--- src/rtl/processor_core.sv ---
`default_nettype none
// ============================================================================
//  Module      : processor_core
//  Description : Multicycle 32-bit core (FETCH / EXEC / MEM). Instruction and
//                data memories are external synchronous RAM/ROM; the register
//                file is external with combinational reads and a write port
//                committed at the rising edge.
//  Ports       : clock, reset             - sole clock, sync active-high reset
//                address_imem / q_imem    - instruction address (PC) / word
//                ctrl_writeEnable, ctrl_writeReg, data_writeReg - RF write
//                ctrl_readRegA/B, data_readRegA/B               - RF reads
//                wren, address_dmem, data / q_dmem              - data RAM
//  Revision    : 1.0 - initial release
// ============================================================================
module processor_core (
    input  logic        clock,
    input  logic        reset,
    output logic [31:0] address_imem,
    input  logic [31:0] q_imem,
    output logic        ctrl_writeEnable,
    output logic [4:0]  ctrl_writeReg,
    output logic [31:0] data_writeReg,
    output logic [4:0]  ctrl_readRegA,
    output logic [4:0]  ctrl_readRegB,
    input  logic [31:0] data_readRegA,
    input  logic [31:0] data_readRegB,
    output logic        wren,
    output logic [31:0] address_dmem,
    output logic [31:0] data,
    input  logic [31:0] q_dmem
);

    typedef enum logic [1:0] {
        S_FETCH = 2'd0,
        S_EXEC  = 2'd1,
        S_MEM   = 2'd2
    } state_t;

    localparam logic [4:0] c_OP_RTYPE = 5'b00000;
    localparam logic [4:0] c_OP_J     = 5'b00001;
    localparam logic [4:0] c_OP_BNE   = 5'b00010;
    localparam logic [4:0] c_OP_JAL   = 5'b00011;
    localparam logic [4:0] c_OP_JR    = 5'b00100;
    localparam logic [4:0] c_OP_ADDI  = 5'b00101;
    localparam logic [4:0] c_OP_BLT   = 5'b00110;
    localparam logic [4:0] c_OP_SW    = 5'b00111;
    localparam logic [4:0] c_OP_LW    = 5'b01000;
    localparam logic [4:0] c_OP_SETX  = 5'b10101;
    localparam logic [4:0] c_OP_BEX   = 5'b10110;

    localparam logic [4:0] c_ALU_ADD = 5'b00000;
    localparam logic [4:0] c_ALU_SUB = 5'b00001;
    localparam logic [4:0] c_ALU_AND = 5'b00010;
    localparam logic [4:0] c_ALU_OR  = 5'b00011;
    localparam logic [4:0] c_ALU_SLL = 5'b00100;
    localparam logic [4:0] c_ALU_SRA = 5'b00101;

    localparam logic [4:0] c_REG_STATUS = 5'd30;
    localparam logic [4:0] c_REG_LINK   = 5'd31;

    state_t      r_state;
    state_t      w_next_state;
    logic [31:0] r_pc;
    logic [31:0] w_next_pc;

    // The ROM keeps presenting the same word while the PC is held, so the
    // instruction is decoded straight from q_imem in both EXEC and MEM.
    logic [4:0]  w_opcode, w_rd, w_rs, w_rt, w_shamt, w_aluop;
    logic [31:0] w_imm_n, w_imm_t, w_pc_inc;
    logic [31:0] w_sum_ab, w_diff_ab, w_sum_an;
    logic        w_ovf_add, w_ovf_sub, w_ovf_addi;
    logic        w_we, w_wren;

    assign w_opcode = q_imem[31:27];
    assign w_rd     = q_imem[26:22];
    assign w_rs     = q_imem[21:17];
    assign w_rt     = q_imem[16:12];
    assign w_shamt  = q_imem[11:7];
    assign w_aluop  = q_imem[6:2];
    assign w_imm_n  = {{15{q_imem[16]}}, q_imem[16:0]};
    assign w_imm_t  = {5'd0, q_imem[26:0]};
    assign w_pc_inc = r_pc + 32'd1;

    assign w_sum_ab  = data_readRegA + data_readRegB;
    assign w_diff_ab = data_readRegA - data_readRegB;
    assign w_sum_an  = data_readRegA + w_imm_n;   // addi result and rs+N address

    // Signed overflow: operands (effective, for sub) share a sign the result lacks.
    assign w_ovf_add  = (data_readRegA[31] == data_readRegB[31]) && (w_sum_ab[31]  != data_readRegA[31]);
    assign w_ovf_sub  = (data_readRegA[31] != data_readRegB[31]) && (w_diff_ab[31] != data_readRegA[31]);
    assign w_ovf_addi = (data_readRegA[31] == w_imm_n[31])       && (w_sum_an[31]  != data_readRegA[31]);

    assign address_imem = r_pc;

    // Register-file read port selection
    always_comb begin
        ctrl_readRegA = 5'd0;
        ctrl_readRegB = 5'd0;
        case (w_opcode)
            c_OP_RTYPE:          begin ctrl_readRegA = w_rs; ctrl_readRegB = w_rt; end
            c_OP_ADDI, c_OP_LW:  ctrl_readRegA = w_rs;
            c_OP_SW:             begin ctrl_readRegA = w_rs; ctrl_readRegB = w_rd; end
            c_OP_BNE, c_OP_BLT:  begin ctrl_readRegA = w_rd; ctrl_readRegB = w_rs; end
            c_OP_JR:             ctrl_readRegA = w_rd;
            c_OP_BEX:            ctrl_readRegA = c_REG_STATUS;
            default:             ;
        endcase
    end

    // Next-state, next-PC and datapath outputs
    always_comb begin
        w_next_state  = S_FETCH;
        w_next_pc     = r_pc;
        w_we          = 1'b0;
        ctrl_writeReg = 5'd0;
        data_writeReg = 32'd0;
        w_wren        = 1'b0;
        address_dmem  = 32'd0;
        data          = 32'd0;
        case (r_state)
            S_FETCH: w_next_state = S_EXEC;
            S_EXEC: begin
                w_next_pc = w_pc_inc;
                case (w_opcode)
                    c_OP_RTYPE: begin
                        w_we          = 1'b1;
                        ctrl_writeReg = w_rd;
                        case (w_aluop)
                            c_ALU_ADD: begin
                                if (w_ovf_add) begin
                                    ctrl_writeReg = c_REG_STATUS;
                                    data_writeReg = 32'd1;
                                end else begin
                                    data_writeReg = w_sum_ab;
                                end
                            end
                            c_ALU_SUB: begin
                                if (w_ovf_sub) begin
                                    ctrl_writeReg = c_REG_STATUS;
                                    data_writeReg = 32'd3;
                                end else begin
                                    data_writeReg = w_diff_ab;
                                end
                            end
                            c_ALU_AND: data_writeReg = data_readRegA & data_readRegB;
                            c_ALU_OR:  data_writeReg = data_readRegA | data_readRegB;
                            c_ALU_SLL: data_writeReg = data_readRegA << w_shamt;
                            c_ALU_SRA: data_writeReg = $signed(data_readRegA) >>> w_shamt;
                            default:   w_we = 1'b0;
                        endcase
                    end
                    c_OP_ADDI: begin
                        w_we = 1'b1;
                        if (w_ovf_addi) begin
                            ctrl_writeReg = c_REG_STATUS;
                            data_writeReg = 32'd2;
                        end else begin
                            ctrl_writeReg = w_rd;
                            data_writeReg = w_sum_an;
                        end
                    end
                    c_OP_SW: begin
                        w_wren       = 1'b1;
                        address_dmem = w_sum_an;
                        data         = data_readRegB;
                    end
                    c_OP_LW: begin
                        // PC holds until the MEM cycle completes the load
                        w_next_state = S_MEM;
                        w_next_pc    = r_pc;
                        address_dmem = w_sum_an;
                    end
                    c_OP_BNE: if (data_readRegA != data_readRegB) w_next_pc = w_pc_inc + w_imm_n;
                    c_OP_BLT: if ($signed(data_readRegA) < $signed(data_readRegB)) w_next_pc = w_pc_inc + w_imm_n;
                    c_OP_J:   w_next_pc = w_imm_t;
                    c_OP_JAL: begin
                        w_we          = 1'b1;
                        ctrl_writeReg = c_REG_LINK;
                        data_writeReg = w_pc_inc;
                        w_next_pc     = w_imm_t;
                    end
                    c_OP_JR:  w_next_pc = data_readRegA;
                    c_OP_SETX: begin
                        w_we          = 1'b1;
                        ctrl_writeReg = c_REG_STATUS;
                        data_writeReg = w_imm_t;
                    end
                    c_OP_BEX: if (data_readRegA != 32'd0) w_next_pc = w_imm_t;
                    default: ;
                endcase
            end
            S_MEM: begin
                w_next_pc     = w_pc_inc;
                address_dmem  = w_sum_an;
                w_we          = 1'b1;
                ctrl_writeReg = w_rd;
                data_writeReg = q_dmem;
            end
            default: w_next_state = S_FETCH;
        endcase
    end

    // Writes are killed while reset is high so an abandoned instruction
    // commits nothing; r0 is never a write target.
    assign ctrl_writeEnable = w_we && (ctrl_writeReg != 5'd0) && !reset;
    assign wren             = w_wren && !reset;

    always_ff @(posedge clock) begin
        if (reset) begin
            r_state <= S_FETCH;
            r_pc    <= 32'd0;
        end else begin
            r_state <= w_next_state;
            r_pc    <= w_next_pc;
        end
    end

endmodule
`default_nettype wire

--- config.mk ---
export PLATFORM = sky130hd
export DESIGN_NAME = processor_core
export DESIGN_NICKNAME = d
export VERILOG_FILES = /design/src/rtl/processor_core.sv
export SDC_FILE = /design/constraint.sdc
export NUM_CORES = 1
export LEC_CHECK = 0
export ABC_AREA = 0
export BUFFER_PORTS_ARGS = -buffer_cell sky130_fd_sc_hd__buf_2
export CORE_ASPECT_RATIO = 1.2
export CORE_MARGIN = 1
export CORE_UTILIZATION = 50
export CTS_CLUSTER_DIAMETER = 50
export DETAILED_ROUTE_END_ITERATION = 16
export PLACE_DENSITY = 0.82
export SLEW_MARGIN = 40
export SYNTH_ARGS = -nofsm -noshare
export SYNTH_HDL_FRONTEND = slang
export SYNTH_SLANG_ARGS = --single-unit
export TNS_END_PERCENT = 100
--- constraint.sdc ---
create_clock -name clock -period 12.98 [get_ports clock]
set_clock_uncertainty 0.1 [all_clocks]
set_input_delay 2.596 -clock clock [delete_from_list [all_inputs] [get_ports clock]]
set_output_delay 2.596 -clock clock [all_outputs]
set_load 0.01 [all_outputs]
==> results.md <==
* Max-cap violations at 0
* DR pass1 iterations at 7
* DR WL/cell at 28.2 um
* Core Region at 30700 um^2
* Startpoint Class: input pin
* Maximum fanout along the worst path at 65
* Top FF cell, synth: dfxtp_1
* Worst Tran Pin Value at 0.962 ns
* Reg2reg path depth at 16
* WL final at 80800 um
* Post-synth EDFFs at 0
* CTS sink count at 34
* Later-pin clock latency in the skew report at 0.29 ns
* Met1 GRT Util at 57.0%
* Slew HR at 35.7%
* Met2 usage at 76.0%
* Pleak at 0.00808 uW
* Largest net degree at the start of global routing at 66
* # fillers at 3025
* Via density at 7.28
* Dpl ws at 3.11 ns
* Most Crowded Layer GR: met2
* Layout cells sized above 1 at 16.1%
* Outcome: finished, final reports clean
* Antenna Violating Nets Remaining at 0
* Post-CTS setup buffers at 0
* Crit path DAT at 7.33 ns
* Final worst slack at 2.95 ns
* Fin Setup TNS at 0 ns
* Via Count at 20.9k
* Chip height at 196 um
* Grt ovf at 0
* Antenna violations before repair at 1
* Number of I/O port buffers at 274
* Final Max Tran Viols at 0
* CTS max path bufs at 2
* CP peak stage delay at 0.54 ns
* Top post-synthesis cells by area: ha_1, a21oi_1, o21ai_0, nor2_1, mux2i_1
* Initial Util at 51.3%
* Clock transition at path regs at 0.06 ns
* Post-CTS Hold Fix Bufs at 0
* Final setup violation count at 0
* Top-count cell post-synth: nor2_1
* Yosys cell types at 91
* Area delta synth->final at 11.1%
* Setup crit start: q_imem[10]
* Seq cells post-synth at 34
* # DRC at 0
* Worst flop-to-flop path startpoint: address_imem[0]
* Vias in the first global route at 19.6k
* DIE WIDTH at 164 um
* Async SR Flop Fraction at 0%
* Min cycle time layout at 10.03 ns
* Most instantiated cells after synthesis: nor2_1, a21oi_1, o21ai_0
* Detailed router's first-iteration violation count at 3076
* Final hold violation count at 0
* RR Endpoint: address_imem[31]
* Routing usage on met3 at 10.4%
* Synth area leader: ha_1
* Reg-to-reg slack, setup at 7.12 ns
* Max Fclk at 99.7 MHz
* CTS Buf Count at 5
* CP Buf/Inv Count at 4
* Setup crit end kind: primary output
* Yosys warns at 0
* H-tree depth at 2
* Setup repair after global routing missed its margin: no
* Final total power at 974 uW
* Maximum vdd ir drop at 0.0875 mV
* Synth top area share at 12.9%
* Net Count, Synth at 2615
* Worst Hold Path Cells at 2
* Cell count after synthesis at 2319
* Fin nets at 2764
* Worst Hold End: address_imem[12]
* Cell row count at 70
* Fin crit share at 77.3%
* Crit path cell chain: buf_2 > buf_4 > ha_1 > a21o_1 > a31o_2 > or3_1 > o21ai_1 > a2bb2oi_1 > o21ai_1 > mux2i_1 > or2_0 > buf_4 > o21ai_0 > a211oi_1 > nor4_1 > buf_2
* Hold path startpoint: address_imem[12]
* Min-delay worst type: reg -> reg
* Required @ worst endpoint at 10.28 ns
* First-pass GRT wire length at 119000 um
* Resize count post-CTS at 0
* Mean Syn Cell Area at 6.80 um^2
* Sequential share of the synthesized area at 4.32%
* Critical-path top delay cell: buf_4
* Clock tree from TritonCTS: built
* DIE AREA at 32200 um^2
* HPWL after DPL at 62100 um
* Root buffer cell: clkbuf_16
* Crit Path Class: in -> out
* GRT Overall Usage at 48.7%
* Pwr Density at 55.6 nW/um^2
* Placer's final routability congestion estimate at 1.07
* Mapped Area at 15800 um^2
* Top-level port count at 275
* CP delay by family, top: compound AO/OA/AOI/OAI gates
==> final cells by class <==
cell class	instances	area (um^2)	area share, %
Multi-Input combinational cell	1975	13900	79.6
Inverter	142	533	3.04
Sequential cell	34	681	3.89
Clock inverter	3	68.8	0.393
Clock buffer	5	125	0.715
Tap cell	396	495	2.83
Antenna cell	1	2.50	0.0143
Timing Repair Buffer	310	1660	9.50
==> state kept, by name (all words and copies together) (netlist names) <==
| register | flops |
|---|---|
| address_imem | 32 |
| r_state | 2 |
==> worst max-delay path by stage <==
stage | end | slack, ns | cells past startpoint
3_5_place_dp | data_writeReg[17] | 3.11 | 16
3_3_place_gp | data_writeReg[17] | 3.13 | 16
5_1_grt | data_writeReg[17] | 2.84 | 16
6_report | data_writeReg[17] | 2.95 | 16
4_1_cts | data_writeReg[17] | 3.08 | 16
2_1_floorplan | data_writeReg[0] | 4.39 | 15
==> layout by cell type (no fill, tap or decap), drive strengths merged, types with 7 or more instances in the layout <==
cell type    n
o21a        22
nor2b       21
a22oi       36
xnor2       58
a211o       17
nand2b      28
buf        310
o211ai      24
or2         13
o31ai       21
nor4        23
a21oi      216
a221oi      39
o22ai       11
a21o        48
a222oi      24
o31a         9
dfxtp       34
xor2        36
a211oi      30
mux2i       79
nand2      153
nand4       19
or3         16
o221ai      24
ha         162
and2        31
a221o       29
nor2       241
and3        53
nand3       47
nor3        55
inv        141
o221a        9
o21bai      20
mux4        32
o21ai      204
a31o         7
a31oi       22
==> metal layers <==
metal  routed length, um  share of wire [%]  up-vias
li1                    -                  -     9037
met1               27700                 34     9603
met2               34600                 43     1731
met3               10400                 13      500
met4                8100                 10        0
met5                   0                  0        -
==> worst reg2reg max path, stage by stage, from the launching register on <==
cell and delay [ns]:
dfxtp_1 0.54, ha_1 0.33, and3_1 0.35, and2_1 0.35, nand3_1 0.27, xnor2_1 0.40, ha_1 0.39, a21oi_1 0.16
o21ai_0 0.23, nor3_1 0.45, o221a_2 0.38, nor4b_1 0.12, o41ai_1 0.65, or4b_2 0.66, nand3_1 0.12, o211ai_1 0.11
a21oi_1 0.18
==> power by group <==
group | leakage (uW) | total (uW) | switching, uW | internal, uW
combinational | 0.00770 | 691 | 455 | 236
sequential | 0.000278 | 119 | 8.78 | 110
clock | 0.0000940 | 164 | 53.1 | 110
==> per-stage QoR <==
step | utilization, % | area [um^2] | std cells | hold WS (ns)
floorplan | - | 15800 | 2319 | 0.408
detailed placement | 56.3 | 17300 | 2857 | 0.387
finish | 57.0 | 17500 | 2866 | 0.406
global route | 57.0 | 17500 | 2865 | 0.455
CTS | 56.9 | 17500 | 2865 | 0.397
global placement | 56.2 | 17300 | 2856 | 0.384
==> logic make-up (layout without fill, tap and decap cells) <==
group / Yosys count / after routing / share of synthesized area, %
XOR/XNOR: 94 / 94 / 5.22
AND/OR/NAND/NOR: 718 / 718 / 21.7
other: 0 / 1 / 0
adder cells (fa/ha/maj): 166 / 166 / 13.4
flip-flops: 34 / 34 / 4.32
AO/OA/AOI/OAI: 881 / 881 / 37.9
multiplexers: 116 / 116 / 9.95
buffers and inverters: 310 / 460 / 7.57
(Power assumes the default switching activity.)
